`src/rtl/button_debounce.sv`:
```
// Push-button front end: two-flop synchroniser, debounce FSM, press/release/long-press
// pulses and a 2-bit short-press Mode counter for the LED blinker.
module button_debounce #(
  parameter int unsigned CLOCK_FREQUENCY   = 27000000,
  parameter int unsigned DEBOUNCE_MS       = 20,
  parameter int unsigned LONG_PRESS_MS     = 1000,
  parameter bit          BUTTON_ACTIVE_LOW = 1'b0
) (
  input  logic       Clock,
  input  logic       Reset,
  input  logic       Button_In,
  output logic       Button_Level,
  output logic       Press_Pulse,
  output logic       Release_Pulse,
  output logic       Long_Press_Pulse,
  output logic [1:0] Mode
);

  localparam int unsigned CyclesPerMs   = CLOCK_FREQUENCY / 1000;
  localparam logic [24:0] DEBOUNCE_COUNT = 25'(CyclesPerMs * DEBOUNCE_MS - 1);
  localparam logic [24:0] LONG_COUNT     = 25'(CyclesPerMs * LONG_PRESS_MS - 1);

  typedef enum logic [1:0] {
    StIdle,
    StPressWait,
    StPressed,
    StReleaseWait
  } state_e;

  state_e      state_q, state_d;
  logic        sync0_q, sync1_q;
  logic [24:0] db_cnt_q, db_cnt_d;
  logic [24:0] hold_cnt_q, hold_cnt_d;
  logic        long_fired_q, long_fired_d;
  logic        level_q, level_d;
  logic        press_q, press_d;
  logic        release_q, release_d;
  logic        long_q, long_d;
  logic [1:0]  mode_q, mode_d;
  logic        raw;

  // Normalise polarity so raw is 1 while the button is pressed.
  assign raw = sync1_q ^ BUTTON_ACTIVE_LOW;

  always_ff @(posedge Clock) begin
    if (Reset) begin
      sync0_q      <= BUTTON_ACTIVE_LOW;
      sync1_q      <= BUTTON_ACTIVE_LOW;
      state_q      <= StIdle;
      db_cnt_q     <= '0;
      hold_cnt_q   <= '0;
      long_fired_q <= 1'b0;
      level_q      <= 1'b0;
      press_q      <= 1'b0;
      release_q    <= 1'b0;
      long_q       <= 1'b0;
      mode_q       <= 2'd0;
    end else begin
      sync0_q      <= Button_In;
      sync1_q      <= sync0_q;
      state_q      <= state_d;
      db_cnt_q     <= db_cnt_d;
      hold_cnt_q   <= hold_cnt_d;
      long_fired_q <= long_fired_d;
      level_q      <= level_d;
      press_q      <= press_d;
      release_q    <= release_d;
      long_q       <= long_d;
      mode_q       <= mode_d;
    end
  end

  always_comb begin
    state_d      = state_q;
    db_cnt_d     = db_cnt_q;
    hold_cnt_d   = hold_cnt_q;
    long_fired_d = long_fired_q;
    level_d      = level_q;
    press_d      = 1'b0;
    release_d    = 1'b0;
    long_d       = 1'b0;
    mode_d       = mode_q;
    unique case (state_q)
      StIdle: begin
        if (raw) begin
          state_d  = StPressWait;
          db_cnt_d = '0;
        end
      end
      StPressWait: begin
        if (!raw) begin
          state_d = StIdle;
        end else if (db_cnt_q == DEBOUNCE_COUNT) begin
          state_d      = StPressed;
          press_d      = 1'b1;
          level_d      = 1'b1;
          hold_cnt_d   = '0;
          long_fired_d = 1'b0;
        end else begin
          db_cnt_d = db_cnt_q + 25'd1;
        end
      end
      StPressed: begin
        if (!raw) begin
          state_d  = StReleaseWait;
          db_cnt_d = '0;
        end else begin
          if (hold_cnt_q == LONG_COUNT && !long_fired_q) begin
            long_d       = 1'b1;
            long_fired_d = 1'b1;
            mode_d       = 2'd0;
          end
          // Saturate so a very long hold cannot wrap and re-arm the long press.
          if (hold_cnt_q != LONG_COUNT) begin
            hold_cnt_d = hold_cnt_q + 25'd1;
          end
        end
      end
      StReleaseWait: begin
        if (raw) begin
          state_d = StPressed;
        end else if (db_cnt_q == DEBOUNCE_COUNT) begin
          state_d   = StIdle;
          release_d = 1'b1;
          level_d   = 1'b0;
          if (!long_fired_q) begin
            mode_d = mode_q + 2'd1;
          end
        end else begin
          db_cnt_d = db_cnt_q + 25'd1;
        end
      end
      default: state_d = StIdle;
    endcase
  end

  always_comb begin
    Button_Level     = level_q;
    Press_Pulse      = press_q;
    Release_Pulse    = release_q;
    Long_Press_Pulse = long_q;
    Mode             = mode_q;
  end

endmodule

```
`config.mk`:
```
export PLATFORM = sky130hd
export DESIGN_NAME = button_debounce
export DESIGN_NICKNAME = d
export VERILOG_FILES = /design/src/rtl/button_debounce.sv
export SDC_FILE = /design/constraint.sdc
export NUM_CORES = 1
export LEC_CHECK = 0
export CORE_MARGIN = 2
export CORE_UTILIZATION = 55
export CTS_BUF_LIST = sky130_fd_sc_hd__clkbuf_16
export DETAILED_ROUTE_END_ITERATION = 16
export GPL_ROUTABILITY_DRIVEN = 0
export GPL_TIMING_DRIVEN = 0
export PLACE_DENSITY_LB_ADDON = 0.08
export REMOVE_ABC_BUFFERS = 1
export SYNTH_ARGS = -nofsm -noshare
export SYNTH_HDL_FRONTEND = slang
export SYNTH_SLANG_ARGS = --single-unit
```
`constraint.sdc`:
```
create_clock -name Clock -period 3.6 [get_ports Clock]
set_input_delay 0.9 -clock Clock [delete_from_list [all_inputs] [get_ports Clock]]
set_output_delay 0.9 -clock Clock [all_outputs]
set_load 0.05 [all_outputs]
```
==> results.json, run 1 <==
{
  "rsz0062_at_grt": "no",
  "cap_violations": 0,
  "cts_tree": "built",
  "ys_types": 61,
  "yosysSeqAreaShare": 0.369,
  "fillerInstances": 539,
  "grt_pass1_wl_um": 12900,
  "end_kind": "register",
  "syn-cell-area_mm2": 0.00331,
  "synthCells": 397,
  "fin_skew_ns": 0.00713,
  "startpoint_type": "primary input",
  "seq_power_share": 0.478,
  "via_count": 3003,
  "area_delta_synth_final_pct": 9.27,
  "dp.final_hpwl_um": 5190,
  "io_buffers": 8,
  "firstDrtPassIters": 4,
  "power_mw": 1.43,
  "max_clock_freq_mhz": 297,
  "min_period_ns": 3.37,
  "switchingPower_uw": 295,
  "cp_max_fo": 27,
  "finalHoldViolCount": 0,
  "clockPowerShare": 0.501,
  "path_class": "primary input to register",
  "row_count": 28,
  "grt_overflow": 0,
  "numCtsBuffers": 9,
  "worstMarginPinSlew_ns": 1.23,
  "drt_iter0_markers": 150,
  "initial_core_util": 0.565,
  "syn_area_per_cell_um2": 8.33,
  "antenna_cells": 0,
  "dieWidth_um": 81.5,
  "grtUsageTotal": 0.254,
  "internal-power_mw": 1.13,
  "multi_input_area_mm2": 0.00193,
  "dp.cells": 458,
  "status": "complete, no violations",
  "p_sw_frac": 0.207,
  "clkSinkCount": 61,
  "drc": 0,
  "period_share": 0.937,
  "final_nets": 399,
  "postCtsSetupBuffers": 0,
  "relSlewSlack": 0.176,
  "drive_above_1_share": 0.0730,
  "pwr-share-comb": 0.021,
  "power.leakage_nw": 1.18,
  "ys.flop_type": "dfxtp_1",
  "clkSlewWorstSetupHoldPaths_ns": 0.05,
  "setup_viol": 0,
  "vdd_ir_drop_max_mv": 0.283,
  "pin_count": 9,
  "drv_slew": 0,
  "wl_per_cell_um": 16.3,
  "grt_pass1_vias": 2736,
  "clk_path_buf_depth": 2,
  "dieArea_mm2": 0.00665,
  "clockRootBuffer": "clkbuf_16",
  "die_y_um": 81.5,
  "holdCritPathClass": "register to register",
  "core_mm2": 0.00585,
  "postRouteAntennaNets": 0,
  "fin_cells": 472,
  "ys_seq_elements": 61,
  "synth_edf_count": 0,
  "cts_resized": 0,
  "regArea_mm2": 0.00122,
  "antenna_found_initial": 0,
  "power_density_mw_per_mm2": 395,
  "worstPathArrival_ns": 3.58,
  "clk_latency_ns": 0.32,
  "totalWireLength_um": 7720,
  "required_ns": 3.80,
  "yosys_warnings": 0,
  "postCtsHoldBufs": 0,
  "cts_max_level": 3,
  "routed_via_density": 6.36,
  "synthArstFlopShare": 0,
  "grt_max_degree": 28
}
power by group through the flow:
stage	clock network, mW	logic (mW)	registers [mW]
6_report	0.715	0.0301	0.682
2_1_floorplan	0	0.0153	0.694
5_1_grt	0.761	0.0327	0.682
3_5_place_dp	0	0.0300	0.695
4_1_cts	0.731	0.0302	0.682
3_3_place_gp	0	0.0294	0.695
worst max-delay path, cell delays in order:
cell and delay (ns):
clkdlybuf4s50_1 1.28, inv_1 0.56, o21ai_2 0.52, a311o_1 0.21, nand3_1 0.07
synth_stat cells (4+ instances only):
cell / instances / share of area
or3_1: 4 / 0.0076
clkbuf_1: 13 / 0.015
nand3_1: 29 / 0.044
dfxtp_1: 61 / 0.37
o21ai_0: 15 / 0.023
inv_1: 11 / 0.012
nand3b_1: 6 / 0.014
xnor2_1: 12 / 0.032
buf_2: 5 / 0.0076
a221o_1: 5 / 0.015
nor2b_1: 5 / 0.0095
a31oi_1: 9 / 0.017
or4_1: 9 / 0.020
and3_1: 13 / 0.025
nor2_1: 36 / 0.041
nand4_1: 13 / 0.025
and4_1: 4 / 0.011
o211ai_1: 6 / 0.014
nand2b_1: 6 / 0.011
a21oi_1: 21 / 0.032
o31ai_1: 7 / 0.016
nand2_1: 28 / 0.032
nor3_1: 13 / 0.020
nor4_1: 12 / 0.023
kinds of logic (layout without fill, tap and decap cells):
family                   count (synthesis)  in the layout  synth area share
XOR/XNOR                                14             14            0.0371
buffers and inverters                   33             33            0.0481
flip-flops                              61             61             0.369
AND/OR/NAND/NOR                        200            200             0.353
multiplexers                             1              1           0.00340
AO/OA/AOI/OAI                           86             86             0.182
adder cells (fa/ha/maj)                  2              2           0.00757
routing by layer:
| layer | routed length [um] | GRT usage | vias up |
|---|---|---|---|
| met2 | 3850 | 0.434 | 73 |
| met5 | 0 | 0 | - |
| met4 | 138 | 0.0898 | 0 |
| li1 | - | - | 1490 |
| met3 | 355 | 0.0681 | 15 |
| met1 | 3380 | 0.306 | 1425 |
worst paths after layout:
kind	slack (ns)	from	endpoint	cells after the start
setup / recovery	0.23	Reset	db_cnt_q[14]	5
hold / removal	0.45	sync0_q	raw	1
setup reg to reg	0.92	db_cnt_q[0]	db_cnt_q[16]	6
hold reg to reg	0.45	sync0_q	raw	1
stage by stage:
stage	setup TNS, ns	utilization	worst slack (ns)	cell area (um2)	hold slack (ns)
after detailed placement	-0.0466	0.575	-0.0466	3370	0.442
after CTS	0	0.618	0.276	3610	0.452
after global placement	-9.77	0.575	-0.704	3360	0.429
after global routing	0	0.618	0.0297	3610	0.470
after floorplan	0	-	1.37	3190	0.414
final	0	0.618	0.227	3610	0.450
cells in the final DEF, fill, tap and decap left out, types with 3 or more instances in the layout:
cell type	netlist	layout
a21oi_1	21	21
and3_1	13	13
clkbuf_16	0	9
or3_1	4	4
nand2_1	28	28
nand3_1	29	29
a221o_1	5	5
o21ai_0	15	14
nand2b_1	6	6
and4_1	4	4
nor2_1	36	36
a211o_1	3	3
dfxtp_1	61	61
xnor2_1	12	12
a41oi_1	3	3
nand3b_1	6	6
a31oi_1	9	9
nor3_1	13	13
nor2b_1	5	5
nor4b_1	3	3
nor4_1	12	12
inv_1	11	12
nand4_1	13	13
o31ai_1	7	7
or4_1	9	9
o211ai_1	6	6
clkdlybuf4s50_1	0	8
a211oi_2	3	3
sequential cells by signal, summed over array words and instances, names as in the netlist, named ones only:
signal	cells
sync0_q	1
long_fired_q	1
Release_Pulse	1
Long_Press_Pulse	1
raw	1
Button_Level	1
state_q	1
hold_cnt_q	25
Mode	2
db_cnt_q	25
Press_Pulse	1
cell type report:
class | instances | share of cell area
multi-input cells | 303 | 0.534
inverters | 11 | 0.0114
repair buffers | 8 | 0.0222
clock inverters | 5 | 0.00589
flip-flops and latches | 61 | 0.338
well taps | 75 | 0.0260
clock buffers | 9 | 0.0623
(Power assumes the default switching activity.)
==> inputs of run 2 (changes only) <==
Settings changed: CELL_PAD_IN_SITES_DETAIL_PLACEMENT set to 1, CELL_PAD_IN_SITES_GLOBAL_PLACEMENT set to 2, CORE_UTILIZATION 55 to 41.
==> results.json, run 2 (synthesis results as in run 1) <==
{
  "dp.final_hpwl_um": 6280,
  "hold-worst-slack_ns": 0.469,
  "final_cell_mix": "dfxtp_1, nor2_1, nand3_1",
  "r2r-start": "state_q[0]",
  "min_period_ns": 3.06,
  "wl_per_cell_um": 18.5,
  "drt_iter0_markers": 150,
  "numCtsBuffers": 9,
  "drv_slew": 0,
  "max_clock_freq_mhz": 327,
  "grt_overflow": 0,
  "fin_util": 0.475,
  "totalWireLength_um": 9250,
  "whs_path_depth": 1,
  "dieArea_mm2": 0.00880,
  "antenna_cells": 0,
  "setup_viol": 0,
  "layout_commonest_cell": "dfxtp_1",
  "firstDrtPassIters": 4,
  "startpoint_type": "primary input",
  "die_y_um": 93.8,
  "clkSinkCount": 61,
  "grt_pass1_vias": 3055,
  "clkSlewWorstSetupHoldPaths_ns": 0.05,
  "finalInstanceArea_mm2": 0.00369,
  "reg2reg_to": "db_cnt_q[12]",
  "final_nets": 399,
  "area_delta_synth_final_pct": 11.5,
  "vdd_ir_drop_max_mv": 0.216,
  "dp.cells": 485,
  "grt_pass1_wl_um": 15700,
  "power.leakage_nw": 1.21,
  "via_count": 3071,
  "setup_ws_ns": 0.541,
  "antenna_found_initial": 0,
  "grt_max_degree": 28,
  "clockRootBuffer": "clkbuf_16",
  "fin_skew_ns": 0.00737,
  "cts_max_level": 3,
  "cts_tree": "built",
  "holdCritPathClass": "register to register",
  "power_density_mw_per_mm2": 419,
  "worstPathArrival_ns": 3.27,
  "cp_max_fo": 27,
  "power_mw": 1.54,
  "finalHoldViolCount": 0,
  "period_share": 0.850,
  "fillerInstances": 966,
  "ff2ff_setup_slack_ns": 0.83,
  "required_ns": 3.81,
  "status": "complete, no violations",
  "io_buffers": 8,
  "drive_above_1_share": 0.0802,
  "routed_via_density": 6.13,
  "postCtsSetupBuffers": 0,
  "initial_core_util": 0.426,
  "dieWidth_um": 93.8,
  "clk_path_buf_depth": 2,
  "tns_ns": 0,
  "ff2ff_path_depth": 5,
  "grtUsageTotal": 0.228,
  "globalRouteMet1Util": 0.333,
  "row_count": 32,
  "fin_cells": 501,
  "drc": 0,
  "place_ws_ns": -0.231,
  "min_to": "raw",
  "postRouteAntennaNets": 0,
  "end_kind": "register",
  "relSlewSlack": 0.161,
  "clk_latency_ns": 0.32,
  "dpl-instance-area_mm2": 0.00340,
  "grt-busiest-layer": "met2",
  "core_mm2": 0.00777,
  "path_class": "primary input to register",
  "pin_count": 9,
  "grt_use_met2": 0.336,
  "worstMarginPinSlew_ns": 1.26,
  "hp-start": "sync0_q",
  "rsz0062_at_grt": "no",
  "cap_violations": 0,
  "use_met3": 0.0329
}
## run 2: area by class of cell
cell class / instances / area [um2] / share of cell area
Clock buffer: 9 / 225 / 0.0611
Tap cell: 102 / 128 / 0.0346
Clock inverter: 7 / 57.6 / 0.0156
Multi-Input combinational cell: 303 / 1930 / 0.524
Inverter: 11 / 41.3 / 0.0112
Sequential cell: 61 / 1220 / 0.331
Timing Repair Buffer: 8 / 82.6 / 0.0224
## run 2: worst max path at each step
stage / start / endpoint
2_1_floorplan: register / db_cnt_q[14]
3_3_place_gp: Reset / db_cnt_q[14]
3_5_place_dp: Reset / db_cnt_q[14]
4_1_cts: Reset / db_cnt_q[14]
5_1_grt: Reset / db_cnt_q[14]
6_report: Reset / db_cnt_q[14]
## run 2: routing by layer
layer | vias to the layer above | wire length [um]
met5 | - | 0
met4 | 0 | 127
met3 | 13 | 274
met2 | 55 | 4090
met1 | 1506 | 4750
li1 | 1497 | -
## run 2: critical path: stages
cell and delay, ns:
dlymetal6s2s_1 0.91, inv_1 0.60, o21ai_2 0.55, a311o_1 0.21, nand3_1 0.07
## run 2: repair_timing
item / CTS / global route
resized for setup: 0 / 1
setup endpoints to repair: 0 / 18
hold buffers: 0 / 0
## run 2: power by group
group          total (mW)  switching (mW)  internal (mW)  leakage, nW
registers           0.681         0.00347          0.678        0.492
logic              0.0314          0.0240        0.00744        0.570
clock network       0.831           0.306          0.525        0.148
total                1.54           0.333           1.21         1.21
